`src/rtl/fetch_sequencer_if.sv`:
```
// Fetch/issue bundle between the sequencer, instruction memory and datapath.
// master = sequencer side, slave = memory/datapath/control side.
interface fetch_sequencer_if #(
  parameter int ADDR_WIDTH = 6
) ();
  logic                  start;
  logic                  stall;
  logic [15:0]           instruction;
  logic                  branch_ne;
  logic [ADDR_WIDTH-1:0] read_address;
  logic                  instr_valid;
  logic                  branch_pending;
  logic                  halted;
  logic [15:0]           retired_count;

  modport master (
    input  start, stall, instruction, branch_ne,
    output read_address, instr_valid, branch_pending, halted, retired_count
  );

  modport slave (
    output start, stall, instruction, branch_ne,
    input  read_address, instr_valid, branch_pending, halted, retired_count
  );
endinterface

```
`src/rtl/fetch_sequencer.sv`:
```
// Program sequencer: owns the PC, issues one instruction per unstalled cycle,
// resolves BNE with one delay slot and halts after a run of NOOPs.
module fetch_sequencer #(
  parameter int         ADDR_WIDTH    = 6,
  parameter logic [3:0] OP_BNE        = 4'b1110,
  parameter logic [3:0] OP_NOOP       = 4'b0011,
  parameter int         NOOP_HALT_RUN = 4
) (
  input logic               clk,
  input logic               rst_n,
  fetch_sequencer_if.master bus
);

  localparam int CW = $clog2(NOOP_HALT_RUN + 1);

  typedef enum logic [1:0] {IDLE, RUN, DELAY, HALT} state_t;

  state_t                state;
  logic [ADDR_WIDTH-1:0] pc;
  logic [ADDR_WIDTH-1:0] target;
  logic [CW-1:0]         noop_cnt;
  logic [15:0]           retired;
  logic                  halted_q;

  logic                  issue;
  logic [3:0]            opcode;
  logic                  is_noop;
  logic                  hits_halt;
  logic                  take_branch;
  logic [ADDR_WIDTH-1:0] pc_inc;
  logic [ADDR_WIDTH-1:0] offset;
  logic [ADDR_WIDTH-1:0] branch_tgt;

  assign issue       = ((state == RUN) || (state == DELAY)) && !bus.stall;
  assign opcode      = bus.instruction[15:12];
  assign is_noop     = (opcode == OP_NOOP);
  assign hits_halt   = is_noop && (noop_cnt == CW'(NOOP_HALT_RUN - 1));
  // A BNE sitting in the delay slot is never taken.
  assign take_branch = (state == RUN) && (opcode == OP_BNE) && bus.branch_ne;
  assign pc_inc      = pc + ADDR_WIDTH'(1);
  assign offset      = {{(ADDR_WIDTH-4){bus.instruction[3]}}, bus.instruction[3:0]};
  assign branch_tgt  = pc_inc + offset;

  always_ff @(posedge clk or negedge rst_n) begin
    if (!rst_n) begin
      state    <= IDLE;
      pc       <= '0;
      target   <= '0;
      noop_cnt <= '0;
      retired  <= '0;
      halted_q <= 1'b0;
    end else begin
      case (state)
        IDLE, HALT: begin
          if (bus.start) begin
            state    <= RUN;
            pc       <= '0;
            noop_cnt <= '0;
            retired  <= '0;
            halted_q <= 1'b0;
          end
        end
        RUN, DELAY: begin
          if (issue) begin
            if (retired != 16'hFFFF) retired <= retired + 16'd1;
            noop_cnt <= is_noop ? noop_cnt + CW'(1) : '0;
            // Halt wins over a pending branch target; PC keeps its post-increment value.
            if (hits_halt) begin
              state    <= HALT;
              pc       <= pc_inc;
              halted_q <= 1'b1;
            end else if (state == DELAY) begin
              state <= RUN;
              pc    <= target;
            end else begin
              pc <= pc_inc;
              if (take_branch) begin
                target <= branch_tgt;
                state  <= DELAY;
              end
            end
          end
        end
        default: state <= IDLE;
      endcase
    end
  end

  assign bus.read_address   = pc;
  assign bus.instr_valid    = issue;
  assign bus.branch_pending = (state == DELAY);
  assign bus.halted         = halted_q;
  assign bus.retired_count  = retired;

endmodule

```
`src/flat_wrapper.sv`:
```
// flat-port wrapper written by rule: the top's interface ports become plain ports
module fetch_sequencer_flat 
#(
  parameter int         ADDR_WIDTH    = 6,
  parameter logic [3:0] OP_BNE        = 4'b1110,
  parameter logic [3:0] OP_NOOP       = 4'b0011,
  parameter int         NOOP_HALT_RUN = 4
)
  (clk, rst_n, bus_start, bus_stall, bus_instruction, bus_branch_ne, bus_read_address, bus_instr_valid, bus_branch_pending, bus_halted, bus_retired_count);
  fetch_sequencer_if #(.ADDR_WIDTH(ADDR_WIDTH)) bus_i ();
  input logic clk;
  input logic rst_n;
  input wire logic [$bits(bus_i.start)-1:0] bus_start;
  input wire logic [$bits(bus_i.stall)-1:0] bus_stall;
  input wire logic [$bits(bus_i.instruction)-1:0] bus_instruction;
  input wire logic [$bits(bus_i.branch_ne)-1:0] bus_branch_ne;
  output wire logic [$bits(bus_i.read_address)-1:0] bus_read_address;
  output wire logic [$bits(bus_i.instr_valid)-1:0] bus_instr_valid;
  output wire logic [$bits(bus_i.branch_pending)-1:0] bus_branch_pending;
  output wire logic [$bits(bus_i.halted)-1:0] bus_halted;
  output wire logic [$bits(bus_i.retired_count)-1:0] bus_retired_count;
  assign bus_i.start = bus_start;
  assign bus_i.stall = bus_stall;
  assign bus_i.instruction = bus_instruction;
  assign bus_i.branch_ne = bus_branch_ne;
  assign bus_read_address = bus_i.read_address;
  assign bus_instr_valid = bus_i.instr_valid;
  assign bus_branch_pending = bus_i.branch_pending;
  assign bus_halted = bus_i.halted;
  assign bus_retired_count = bus_i.retired_count;
  fetch_sequencer #(.ADDR_WIDTH(ADDR_WIDTH), .OP_BNE(OP_BNE), .OP_NOOP(OP_NOOP), .NOOP_HALT_RUN(NOOP_HALT_RUN)) u_core (.clk(clk), .rst_n(rst_n), .bus(bus_i));
endmodule
```
`config.mk`:
```
export PLATFORM = sky130hd
export DESIGN_NAME = fetch_sequencer_flat
export DESIGN_NICKNAME = d
export VERILOG_FILES = /design/src/rtl/fetch_sequencer_if.sv /design/src/rtl/fetch_sequencer.sv /design/src/flat_wrapper.sv
export SDC_FILE = /design/constraint.sdc
export NUM_CORES = 1
export LEC_CHECK = 0
export CAP_MARGIN = 25
export CORE_MARGIN = 5
export CORE_UTILIZATION = 46
export CTS_BUF_LIST = sky130_fd_sc_hd__clkbuf_4 sky130_fd_sc_hd__clkbuf_8 sky130_fd_sc_hd__clkbuf_16
export CTS_CLUSTER_DIAMETER = 150
export DETAILED_ROUTE_END_ITERATION = 8
export GPL_TIMING_DRIVEN = 0
export PLACE_DENSITY = 0.8
export SLEW_MARGIN = 20
export SYNTH_ARGS = -nofsm -noshare
export SYNTH_HDL_FRONTEND = slang
export SYNTH_SLANG_ARGS = --single-unit
export TNS_END_PERCENT = 30
```
`constraint.sdc`:
```
create_clock -name clk -period 2.3 [get_ports clk]
set_clock_uncertainty 0.05 [all_clocks]
set_input_delay 0.345 -clock clk [delete_from_list [all_inputs] [get_ports clk]]
set_output_delay 0.345 -clock clk [all_outputs]
set_load 0.005 [all_outputs]
```
# After elaboration in Yosys (flattened, before gate mapping)
# Index checks and enable logic that the tools add are counted.
# totals
reg_bits,34
in_bits,21
out_inout_bits,25
word_cells,61
# classes
n_addsub,4
n_eq_ne,12
n_mux,23
bitwise_logic,2
n_reduce_logical,14
# op_table
op,n
$mux 16,3
$pmux 16 s2,1
$mux 6,4
$add 16x1->16 const B,1
$ne 16x16->1 const B,1
$pmux 6 s2,1
$mux 2,5
$mux 3,3
$reduce_and 3->1,3
$add 6x1->6 const B,1
$add 6x6->6,1
$pmux 3 s2,1
$reduce_and 5->1,1
$eq 2x2->1 const B,2
$eq 4x2->1 const B,1
$eq 4x4->1 const B,1
$logic_and 1x1->1,4
$ne 2x1->1 const B,2
$ne 2x2->1 const B,2
$ne 4x2->1 const B,1
$pmux 2 s2,1
$reduce_or 2->1,2
$add 3x1->3 const B,1
$eq 3x2->1 const B,1
8 further kinds,11

# Longest topological paths before layout
# logic_depth
depth_word,8
depth_mapped,8
mapped_depth_nobuf,8

# Worst setup path after synthesis
# OpenSTA, ideal clock, no wires.
# synth_path
path_type,register to register
startpoint,register u_core.state[0]
endpoint,"register u_core.retired[5], in the netlist u_core.bus.retired_count[5]"
setup_time_ns,0.077
arrival_ns,2.002
required_ns,2.173
path_slack_ns,0.171
path_stages_with_launch,9
path_buffers,0
synth_period_minus_slack_ns,2.129
path_cell_list,dfrtp_1 > inv_1 > ha_1 > or2_4 > clkinv_4 > nor2_1 > a211o_1 > or4_1 > a21oi_1
# synth_via
elab_chain_cells,5
elab_cells_between_ends,13
cone_classes,eq/ne: 6; mux: 1; reduce/logical: 6
# synth_rtl
item,line,source
from (decl),fetch_sequencer.sv:18,state_t state;
from (signal assigned),fetch_sequencer.sv:46,state <= IDLE;
from (signal assigned),fetch_sequencer.sv:56,state <= RUN;
from (signal assigned),fetch_sequencer.sv:69,state <= HALT;
$eq 2x1->1 or $eq 2x2->1 (tied branches),fetch_sequencer.sv:34,assign issue = ((state == RUN) || (state == DELAY)) && !bus.stall;
$logic_or 1x1->1 (*),fetch_sequencer.sv:34,
$logic_and 1x1->1 (*),fetch_sequencer.sv:34,
net bus_instr_valid,flat_wrapper.sv:18,output wire logic [$bits(bus_i.instr_valid)-1:0] bus_instr_valid;
$ne 2x2->1 (no source line) (*),--,
$reduce_and 3->1 (no source line) (*),--,
to (signal assigned),fetch_sequencer.sv:65,if (retired != 16'hFFFF) retired <= retired + 16'd1;
to (decl),fetch_sequencer.sv:22,logic [15:0] retired;
# Mark *: on every way through the listed nets, which the timed path passes. The rest lies on a longest branch.
# A chain may end at the register's enable or synchronous reset.

# Worst setup path after layout
# layout_path
startpoint,register u_core.noop_cnt[0]
endpoint,register u_core.target[3]
# layout_via
elab_chain_cells,4
# layout_rtl
item,line,source
from (decl),fetch_sequencer.sv:21,logic [CW-1:0] noop_cnt;
from (signal assigned),fetch_sequencer.sv:66,noop_cnt <= is_noop ? noop_cnt + CW'(1) : '0;
$eq 3x2->1,fetch_sequencer.sv:37,assign hits_halt = is_noop && (noop_cnt == CW'(NOOP_HALT_RUN - 1));
$logic_and 1x1->1,fetch_sequencer.sv:37,
$not 1->1 (no source line),--,
$reduce_and 5->1 (no source line),--,
to (signal assigned),fetch_sequencer.sv:78,target <= branch_tgt;
to (decl),fetch_sequencer.sv:20,logic [ADDR_WIDTH-1:0] target;
# No other way between the ends.

==> impl_metrics.yaml <==
worst_setup_path:
  crit_path_end: "u_core.target[3]"
  r2r_slack_ns: 0.07
  critPathLaunch: "u_core.noop_cnt[0]"
  crit_path_start_kind: "register"
  required_ns: 2.42
  r2r_start: "u_core.noop_cnt[0]"
  worstSetupEndpointType: "register"
  r2r_end: "u_core.target[3]"
  worstPathMaxFanout: 6
  cp.arrival_ns: 2.35
  crit_type: "reg -> reg"
  reg2reg_depth: 7
pwr:
  ir_drop_v: 0.000724
  power.density_mw_per_mm2: 894
  p_leak_nw: 1.18
timing:
  finalMaxSlewViolations: 0
  tightest_slew_ns: 0.527
  finalCritPeriodShare_pct: 97.0
  finalHoldViolations: 0
  fmax_mhz: 448
  setup_ws_ns: 0.0700
  tns_ns: 0
  slew_headroom_pct: 64.6
  finalSetupViolations: 0
  grt_setup_unrepaired: "false"
  min_period_ns: 2.23
route:
  wl_per_cell_um: 15.0
  totalWireLength_um: 4650
  ant_nets: 0
  via_per_inst: 5.61
  drc_errors: 0
  vias: 1733
  drtPass1Iterations: 4
  first_iter_violations: 77
global_routing:
  grt_overflow: 0
  grt_max_degree: 23
  grtUsageTotal_pct: 16.1
  grt_pass1_vias: 1688
  grt_first_pass_wirelength_um: 8010
  antenna_found_initial: 0
synthesis:
  synth.most_common_cell: "dfrtp_1"
  ys_seq_elements: 34
  ys_top_cells_by_area: "dfrtp_1, ha_1, xnor2_1"
  synthCells: 209
  synth_top_area_share_pct: 40.2
  synth_common_cells: "dfrtp_1, xnor2_1, nor2_1, nand2_1"
  synth_edf_count: 0
  yosys_most_used_dff: "dfrtp_1"
  yosys.area.top_type: "dfrtp_1"
  syn_area_per_cell_um2: 10.1
  synth_seq_area_share_pct: 40.2
  synthArstFlopShare_pct: 100
  yosysWarnings: 0
  synthDistinctLibCells: 46
  synth_fp_nets: 244
  netlist_area_mm2: 0.00211
finish:
  drive_gt1_share_pct: 12.1
  areaGrowthSynthToFinish_pct: 28.6
  n_antenna_cell: 0
  fin_nets: 291
  n_fill_cell: 373
clock_network:
  ctsLongestPathBuffers: 2
  cts_tree: "built"
  insertion_delay_ns: 0.29
  htree_levels: 2
  cts_root_buf: "clkbuf_8"
  clkSinkCount: 34
  clk_pin_slew_ns: 0.08
  numCtsBuffers: 5
floorplan:
  io_pins: 46
  core.rowCount: 24
  die_area_mm2: 0.00605
  coreArea_mm2: 0.00441
  initial_core_util_pct: 47.9
  fp.dieW_um: 77.8
  fp.dieH_um: 77.8
job:
  max-cap-violations: 0
status:
  status: "finished, final reports clean"
min_path:
  hold_class: "reg -> reg"
placed_design:
  hpwlAfterDp_um: 3490
  gp_congestion: 0.816
  port_buffers: 37
  dp_slack_ns: -0.116
-- timing repair --
| item | 4_1_cts | 5_1_grt |
|---|---|---|
| endpoints found under the hold margin | 12 | 0 |
| resized for setup | 2 | 6 |
| hold buffers | 1 | 0 |
| pin swaps | 0 | 1 |
| endpoints found under the setup margin | 5 | 4 |
| buffers inserted | 1 | 0 |
-- placed cells by master, fill, tap and decap left out, drive strengths merged, types with 2 or more instances in the layout --
| cell | instances |
|---|---|
| a2111oi | 2 |
| a211o | 2 |
| a211oi | 3 |
| a21boi | 2 |
| a21o | 2 |
| a21oi | 13 |
| and2 | 2 |
| and3 | 3 |
| buf | 6 |
| clkbuf | 8 |
| clkdlybuf4s50 | 35 |
| clkinvlp | 2 |
| dfrtp | 34 |
| ha | 13 |
| inv | 7 |
| mux2 | 8 |
| mux2i | 5 |
| nand2 | 15 |
| nand3 | 9 |
| nand4 | 2 |
| nor2 | 17 |
| nor3 | 4 |
| nor3b | 3 |
| nor4 | 5 |
| o21ai | 12 |
| o31ai | 2 |
| or3 | 2 |
| xnor2 | 18 |
| xor2 | 3 |
-- cells by family (layout without fill, tap and decap cells) --
group                      after synthesis  count (layout)  synth area share (%)
muxes                                   13              13                  7.69
xor gates and xnor gates                21              21                  8.70
buffers and inverters                   14              62                  3.20
DFF                                     34              34                  40.2
and+or+nand+nor                         70              70                  18.8
adders and majority gates               14              14                  8.64
AOI/OAI and AO/OA                       43              43                  12.8
-- area by class of cell --
| class | count | area, µm² | share of cell area, % |
|---|---|---|---|
| Buffer | 6 | 35.0 | 1.29 |
| Clock buffer | 5 | 68.8 | 2.53 |
| Clock inverter | 3 | 45.0 | 1.66 |
| Inverter | 8 | 35.0 | 1.29 |
| Multi-Input combinational cell | 161 | 1210 | 44.5 |
| Sequential cell | 34 | 851 | 31.3 |
| Tap cell | 52 | 65.1 | 2.39 |
| Timing Repair Buffer | 40 | 409 | 15.0 |
-- critical path: stages (launching register included) --
cell and delay [ns]:
dfrtp_1 0.40, ha_1 0.21, ha_1 0.19, and2_4 0.15
or3_1 0.33, or3_1 0.33, buf_6 0.16, mux2_4 0.30
-- power by group --
group	switching, mW	leakage (nW)	internal (mW)	total [mW]
registers	0.104	0.465	0.697	0.801
clock network	0.230	0.0504	0.322	0.552
logic	0.555	0.662	0.524	1.08
total	0.888	1.18	1.54	2.43
-- sequential cells by signal (all words and copies together) (netlist names) --
signal                    count
u_core.state                  2
u_core.bus.retired_count     16
u_core.noop_cnt               3
u_core.bus.read_address       6
u_core.target                 6
u_core.bus.halted             1
-- worst min path at each step --
stage	from	to	slack (ns)	cells past startpoint
4_1_cts	rst_n	u_core.state[1]	0.45	2
3_5_place_dp	rst_n	u_core.state[0]	0.22	1
5_1_grt	u_core.target[3]	u_core.target[3]	0.47	1
6_report	u_core.noop_cnt[2]	u_core.noop_cnt[2]	0.44	2
3_3_place_gp	u_core.noop_cnt[2]	u_core.noop_cnt[2]	0.41	2
2_1_floorplan	rst_n	u_core.bus.halted	-0.0006	0
-- through the flow --
step	area (µm²)	std cells	hold WS (ns)	util (%)	power [mW]
2_1_floorplan	2110	209	-0.000591	-	1.48
3_3_place_gp	2550	298	0.411	57.8	1.80
3_5_place_dp	2570	299	0.225	58.3	1.84
4_1_cts	2710	309	0.451	61.3	2.41
5_1_grt	2720	309	0.471	61.6	2.62
6_report	2720	309	0.444	61.6	2.43
-- per-layer routing --
layer	up-vias	routed length [µm]	global-route usage, %
met2	31	2280	27.3
met5	-	0	0
met3	6	164	3.59
met1	853	2150	20.5
met4	0	48	4.12
li1	843	-	-
Note: power is estimated with default switching activity, not from simulation.
